==> config.mk <==
export PLATFORM = sky130hd
export DESIGN_NAME = logic_unit_pipe
export DESIGN_NICKNAME = d
export VERILOG_FILES = /design/src/rtl/logic_unit_pipe.sv
export SDC_FILE = /design/constraint.sdc
export NUM_CORES = 1
export LEC_CHECK = 0
export ABC_AREA = 1
export CORE_UTILIZATION = 35
export CTS_BUF_LIST = sky130_fd_sc_hd__clkbuf_16
export DETAILED_ROUTE_END_ITERATION = 10
export PLACE_DENSITY = 0.52
export SYNTH_ARGS = -nofsm -noshare
export SYNTH_HDL_FRONTEND = slang
export SYNTH_SLANG_ARGS = --single-unit
==> constraint.sdc <==
create_clock -name clk -period 3.1 [get_ports clk]
set_input_delay 0.31 -clock clk [delete_from_list [all_inputs] [get_ports clk]]
set_output_delay 0.31 -clock clk [all_outputs]
set_load 0.01 [all_outputs]
==> src/rtl/logic_unit_pipe.sv <==
`default_nettype none
// ============================================================================
// Module   : logic_unit_pipe
// Purpose  : Pipelined, run-time selectable bitwise logic unit with
//            valid/ready handshakes and optional multi-beat accumulation
//            (fold of a packet into one result with a saturating beat count).
// Options  : LOGIC_UNIT_PARITY_EN adds out_parity (XOR reduction of result).
// Revision : 1.0 - initial release
// ============================================================================
module logic_unit_pipe #(
  parameter int WIDTH = 8,
  parameter int CNT_W = 8
) (
  input  logic             clk,
  input  logic             rst_n,
  input  logic             in_valid,
  output logic             in_ready,
  input  logic [WIDTH-1:0] in_a,
  input  logic [WIDTH-1:0] in_b,
  input  logic [2:0]       in_op,
  input  logic             in_acc,
  input  logic             in_last,
  output logic             out_valid,
  input  logic             out_ready,
  output logic [WIDTH-1:0] out_data,
  output logic [CNT_W-1:0] out_beats
`ifdef LOGIC_UNIT_PARITY_EN
  ,
  output logic             out_parity
`endif
);

  typedef enum logic [0:0] {
    ST_IDLE = 1'b0,
    ST_ACC  = 1'b1
  } state_t;

  localparam logic [2:0] OP_AND  = 3'b000;
  localparam logic [2:0] OP_OR   = 3'b001;
  localparam logic [2:0] OP_NAND = 3'b010;
  localparam logic [2:0] OP_NOR  = 3'b011;
  localparam logic [2:0] OP_XOR  = 3'b100;
  localparam logic [2:0] OP_XNOR = 3'b101;
  localparam logic [2:0] OP_PASS = 3'b110;
  localparam logic [2:0] OP_NOTA = 3'b111;

  // Pure per-bit operation; PASS/NOT only look at operand a.
  function automatic logic [WIDTH-1:0] apply_op(input logic [2:0] op,
                                                input logic [WIDTH-1:0] a,
                                                input logic [WIDTH-1:0] b);
    logic [WIDTH-1:0] r;
    r = '0;
    case (op)
      OP_AND:  r = a & b;
      OP_OR:   r = a | b;
      OP_NAND: r = ~(a & b);
      OP_NOR:  r = ~(a | b);
      OP_XOR:  r = a ^ b;
      OP_XNOR: r = ~(a ^ b);
      OP_PASS: r = a;
      OP_NOTA: r = ~a;
      default: r = '0;
    endcase
    return r;
  endfunction

  // Beat counter sticks at all-ones instead of wrapping.
  function automatic logic [CNT_W-1:0] sat_inc(input logic [CNT_W-1:0] c);
    if (c == {CNT_W{1'b1}}) return c;
    return c + CNT_W'(1);
  endfunction

  state_t           state_q, state_d;
  logic [WIDTH-1:0] acc_q, acc_d;
  logic [2:0]       op_q, op_d;
  logic [CNT_W-1:0] cnt_q, cnt_d;
  logic             out_valid_q, out_valid_d;
  logic [WIDTH-1:0] out_data_q, out_data_d;
  logic [CNT_W-1:0] out_beats_q, out_beats_d;
`ifdef LOGIC_UNIT_PARITY_EN
  logic             out_parity_q, out_parity_d;
`endif

  logic             fire_in;
  logic             fire_out;
  logic [WIDTH-1:0] idle_res;
  logic [WIDTH-1:0] acc_res;
  logic [CNT_W-1:0] cnt_next;

  // Single output register: a beat is accepted whenever that register is
  // empty or is being drained this cycle.
  assign in_ready = ~out_valid_q | out_ready;
  assign fire_in  = in_valid & in_ready;
  assign fire_out = out_valid_q & out_ready;

  assign idle_res = apply_op(in_op, in_a, in_b);
  // In a packet the new beat plays operand a, the running value operand b.
  assign acc_res  = apply_op(op_q, in_a, acc_q);
  assign cnt_next = sat_inc(cnt_q);

  // Next-state, accumulator and output-register update.
  always_comb begin
    state_d     = state_q;
    acc_d       = acc_q;
    op_d        = op_q;
    cnt_d       = cnt_q;
    out_valid_d = out_valid_q;
    out_data_d  = out_data_q;
    out_beats_d = out_beats_q;
`ifdef LOGIC_UNIT_PARITY_EN
    out_parity_d = out_parity_q;
`endif

    if (fire_out) out_valid_d = 1'b0;

    if (fire_in) begin
      case (state_q)
        ST_IDLE: begin
          if (!in_acc || in_last) begin
            out_data_d  = idle_res;
            out_beats_d = CNT_W'(1);
            out_valid_d = 1'b1;
`ifdef LOGIC_UNIT_PARITY_EN
            out_parity_d = ^idle_res;
`endif
          end else begin
            acc_d   = idle_res;
            op_d    = in_op;
            cnt_d   = CNT_W'(1);
            state_d = ST_ACC;
          end
        end
        ST_ACC: begin
          if (in_last) begin
            out_data_d  = acc_res;
            out_beats_d = cnt_next;
            out_valid_d = 1'b1;
`ifdef LOGIC_UNIT_PARITY_EN
            out_parity_d = ^acc_res;
`endif
            acc_d       = '0;
            cnt_d       = '0;
            state_d     = ST_IDLE;
          end else begin
            acc_d = acc_res;
            cnt_d = cnt_next;
          end
        end
        default: state_d = ST_IDLE;
      endcase
    end
  end

  // State registers with synchronous active-low reset.
  always_ff @(posedge clk) begin
    if (!rst_n) begin
      state_q     <= ST_IDLE;
      acc_q       <= '0;
      op_q        <= OP_AND;
      cnt_q       <= '0;
      out_valid_q <= 1'b0;
      out_data_q  <= '0;
      out_beats_q <= '0;
`ifdef LOGIC_UNIT_PARITY_EN
      out_parity_q <= 1'b0;
`endif
    end else begin
      state_q     <= state_d;
      acc_q       <= acc_d;
      op_q        <= op_d;
      cnt_q       <= cnt_d;
      out_valid_q <= out_valid_d;
      out_data_q  <= out_data_d;
      out_beats_q <= out_beats_d;
`ifdef LOGIC_UNIT_PARITY_EN
      out_parity_q <= out_parity_d;
`endif
    end
  end

  assign out_valid = out_valid_q;
  assign out_data  = out_data_q;
  assign out_beats = out_beats_q;
`ifdef LOGIC_UNIT_PARITY_EN
  assign out_parity = out_parity_q;
`endif

endmodule
`default_nettype wire

# Word-level counts from Yosys, hierarchy flattened
# Index checks and enable logic that the tools add are counted.
[word_totals]
regBits = 37
mem_bits_ro = 0
mem_bits_rw = 0
latch_bits = 0
word_cells = 77
mem_count = 0
input_bits = 25
[op_classes]
reduce_logical = 7
shifts = 0
multipliers = 0
n_addsub = 1
order_cmp = 0
eq_ne = 18
mux = 25
n_bitwise = 19
div_mod_pow = 0
[ops]
columns = ["operator", "count"]
rows = [
  ["case mux 8 bit (8 select lines)", 2],
  ["two-way mux 8 bit", 10],
  ["case mux 8 bit (2 select lines)", 4],
  ["inverter 8 bit", 7],
  ["== test 3 bit, second input constant", 8],
  ["bitwise AND 8 bit", 2],
  ["bitwise OR 8 bit", 2],
  ["XOR 8 bit", 2],
  ["== test 3 x 2 -> 1 bit, second input constant", 4],
  ["adder 8 x 1 -> 8 bit, second input constant", 1],
  ["== test 8 bit, second input constant", 1],
  ["two-way mux 1 bit", 7],
  ["== test 3 x 1 -> 1 bit, second input constant", 2],
  ["zero test 3 bit", 2],
  ["inequality test 2 bit, second input constant", 3],
  ["AND reduction 3 bit", 2],
  ["case mux 1 bit (2 select lines)", 2],
  ["inverter 1 bit", 3],
  ["bitwise AND 1 bit", 2],
  ["AND reduction 2 bit", 1],
  ["zero test 1 bit", 1],
  ["logical OR 1 bit", 1],
  ["bitwise OR 1 bit", 1],
]

# Depth between registers and ports, before layout
[depth]
depth_word = 5
ltp_mapped = 12
ltp_nobuf = 11

# Least setup slack after synthesis
# OpenSTA, ideal clock, no wires.
[synth_path]
path_kind = "register to register"
start = "register cnt_q[0]"
end = "register cnt_q[0]"
setup_ns = 0.119
setup_slack_ns = 1.690
path_stages_with_launch = 8
t_arrival_ns = 1.290
cell_sequence = "dfxtp_1 ha_1 nand2_1 nor3_2 nand3_2 or2_1 nand3_1 a21oi_1"
[synth_via]
elab_chain_cells = 5
[synth_rtl]
columns = ["item", "line", "source"]
rows = [
  ["start, declared", "76", "logic [CNT_W-1:0] cnt_q, cnt_d;"],
  ["start signal, assigned", "171", "cnt_q <= cnt_d;"],
  ["parallel branches: the longest is 2 deep, another holds adder 8 x 1 -> 8 bit", "-", ""],
  ["two-way mux 8 bit (*)", "70", "return c + CNT_W'(1);"],
  ["two-way mux 8 bit (*)", "134", "if (in_last) begin"],
  ["case mux 8 bit (2 select lines) (*)", "117", "case (state_q)"],
]
# Mark *: on every way between the ends. The select of a mux whose other input is x is not followed.
# A chain may end at the register's enable or synchronous reset.

# Worst setup path after layout
[layout_path]
start = "register state_q"
end = "register out_data_q[4], in the netlist out_data[4]"
[layout_via]
elab_chain_cells = 3
[layout_rtl]
columns = ["item", "line", "source"]
rows = [
  ["start, declared", "73", "state_t state_q, state_d;"],
  ["start signal, assigned", "168", "state_q <= state_d;"],
  ["inverter 1 bit (no line)", "-", ""],
  ["inequality test 2 bit (no line)", "-", ""],
  ["AND reduction 3 bit (no line)", "-", ""],
  ["end signal, assigned", "173", "out_data_q <= out_data_d;"],
  ["end, declared", "78", "logic [WIDTH-1:0] out_data_q, out_data_d;"],
]
# Parallel ways exist; a longest one is shown, timed or not.

==> results.ini <==
[run_status]
status=completed

[clock_network]
clock-root-buffer=clkbuf_16
postCtsSetupRepairBufs=0
cts_sinks=37
clk_latency_ns=0.28
ctsHoldBuffers=0
cts_tree=built
clock_tree.buffer_depth=2
cts_made_buffers=5
ctsResizeCount=0
htree_levels=2
clk_pin_slew_ns=0.06

[synth]
synthTopCellsByArea=dfxtp_1 21%, nand2_1 14%, ha_1 12%, nand3_1 10%, inv_1 8.2%
syn-num-nets=642
synth_seq_area_share_pct=20.7
ys_ff_latch=37
synth_area_per_cell_um2=6.12
synth.distinct_cells=31
synthCells=584
yosysTopAreaCellShare_pct=20.7
synth_warnings=0
synth.largest_area_cell=dfxtp_1
synth_area_um2=3580

[worst_setup_path]
reg2reg_depth=10
start_kind=register
crit_required_ns=3.31
crit_buf_inv=4
arrival_ns=2.47
end_kind=register
cp.depth=10
critPathTopFamily=simple AND/OR/NAND/NOR gates
crit_fanout=17
crit_chain=inv_1 > nor2_2 > inv_2 > nand4_4 > nor2_1 > buf_4 > nand2_1 > inv_1 > nand3_1 > o21ai_1
crit_type=reg2reg
slowest_stage=nor2_1
timing.critical_path.mode_cell=inv_1
slowest_delay_ns=0.38

[timing]
fin_skew_ns=0.00317
fin_crit_ns=2.26
rsz0062_at_grt=no
worst_slew_margin_rel_pct=50.6
worstMarginPinSlew_ns=0.738
final_max_slew_viol_count=0
final-setup-viol-count=0
finalCritPeriodShare_pct=72.8
timing.hold.ws_ns=0.489
max_freq_mhz=443
fin_setup_tns_ns=0
hold_viol=0

[routing]
via_count=3868
routed_wl_um=11200
drtIter0Drc=250
drtPass1Iterations=4
drc=0
routed_via_density=5.16
ant_nets=0
wire_per_inst_um=15.0

[global_route]
grt_max_degree=31
grt_pass1_vias=3666
grt_pass1_wl_um=18600
grt_use_total_pct=22.7
antenna_found_initial=0
overflow=0

[floorplan]
fp.dieW_um=103
start_util_pct=36.4
num_rows=36
core_um2=9820
ioPinCount=43
die_area_um2=10600
die_y_um=103

[run]
drv_cap=0

[cells_and_area]
drive_gt1_share_pct=5.83
nNetsFinal=674
fin_area_um2=4280
antennaDiodeCount=0
syn2layout_area_growth_pct=19.8

[placed_design]
placement.io_buffers=42
place_congestion=0.842
hpwl_um=8620
place_area_um2=4090

[hold_path]
hold_class=reg2reg
whs_path_depth=2

[pwr]
finalPower_mw=1.62
power_density_nw_per_um2=379
ir_drop_mv=0.306
power.leakage_nw=2.05

registers in the layout, indices dropped and copies added (netlist names):
name / count
acc_q: 8
out_beats: 8
state_q: 1
out_valid: 1
cnt_q: 8
out_data: 8
op_q: 3
final timing paths:
path                     start           end  slack [ns]
setup / recovery       state_q   out_data[4]        0.84
hold / removal    out_beats[2]  out_beats[2]        0.49
setup reg to reg       state_q   out_data[4]        0.84
hold reg to reg   out_beats[2]  out_beats[2]        0.49
worst min-delay path, cell delays in order, from the launching register on:
cell     delay, ns
dfxtp_1       0.32
nand3_1       0.07
nand2_1       0.05
cell usage in the layout (no fill, tap or decap):
cell type / Yosys / final
nand2_1: 130 / 130
inv_1: 78 / 78
nand3_1: 74 / 74
nor2_1: 58 / 58
clkdlybuf4s50_1: 0 / 42
o21ai_0: 39 / 39
dfxtp_1: 37 / 37
nand4_1: 36 / 36
ha_1: 33 / 33
a21oi_1: 26 / 26
nand3b_1: 14 / 14
buf_4: 9 / 13
clkbuf_16: 0 / 5
nor2_4: 4 / 4
a22oi_1: 4 / 4
inv_2: 3 / 3
xor2_1: 3 / 3
nand2_2: 2 / 2
nor2_2: 2 / 2
o21ai_1: 2 / 2
bufinv_16: 0 / 2
nand4_4: 1 / 1
nor3_2: 1 / 1
nand3_2: 1 / 1
or2_1: 1 / 1
clkinv_1: 1 / 1
nor3_1: 1 / 1
a211oi_1: 1 / 1
nor4_1: 1 / 1
a31o_2: 1 / 1
inv_6: 0 / 1
final cells by class:
type	instances	area [um2]
Fill cell	1107	5540
Tap cell	133	166
Clock buffer	5	125
Clock inverter	3	68.8
Timing Repair Buffer	55	518
Sequential cell	37	741
Multi-Input combinational cell	435	2360
Inverter	82	308
per-layer routing:
metal / wire [um] / part of all wire [%] / vias up / global-route usage, %
met5: 0 / 0 / - / 0
met4: 95 / 0.85 / 0 / 3.68
met3: 501 / 4.5 / 9 / 3.53
met2: 5250 / 47 / 95 / 38.1
met1: 5380 / 48 / 1779 / 31.1
li1: - / - / 1985 / -
power by group:
group / internal [mW] / switching (mW) / total [mW]
logic: 0.154 / 0.265 / 0.419
registers: 0.500 / 0.0230 / 0.523
clock network: 0.464 / 0.216 / 0.680
metrics by stage:
step,util [%],cells,setup slack (ns)
after global placement,41.6,742,0.833
final,43.6,750,0.842
after floorplan,-,584,1.69
after global routing,43.6,750,0.616
after CTS,43.6,750,0.843
after detailed placement,41.6,742,0.697
cell usage after synthesis:
library cell    n
nand2_1       130
inv_1          78
nand3_1        74
nor2_1         58
o21ai_0        39
dfxtp_1        37
nand4_1        36
ha_1           33
a21oi_1        26
buf_2          14
nand3b_1       14
buf_4           9
clkbuf_1        5
a22oi_1         4
nor2_4          4
inv_2           3
xor2_1          3
nand2_2         2
nor2_2          2
o21ai_1         2
a211oi_1        1
a31o_2          1
buf_1           1
buf_6           1
clkinv_1        1
nand3_2         1
nand4_4         1
nor3_1          1
nor3_2          1
nor4_1          1
or2_1           1
logic make-up (layout without fill, tap and decap cells):
kind of cell	count (synthesis)	in the layout	synth area share, %
and+or+nand+nor	326	326	42.9
AOI/OAI and AO/OA	73	73	10.7
DFF	37	37	20.7
xor gates and xnor gates	3	3	0.735
adders and majority gates	33	33	11.5
buffers and inverters	112	145	13.4
No activity file was read; power rests on OpenSTA's default activity.
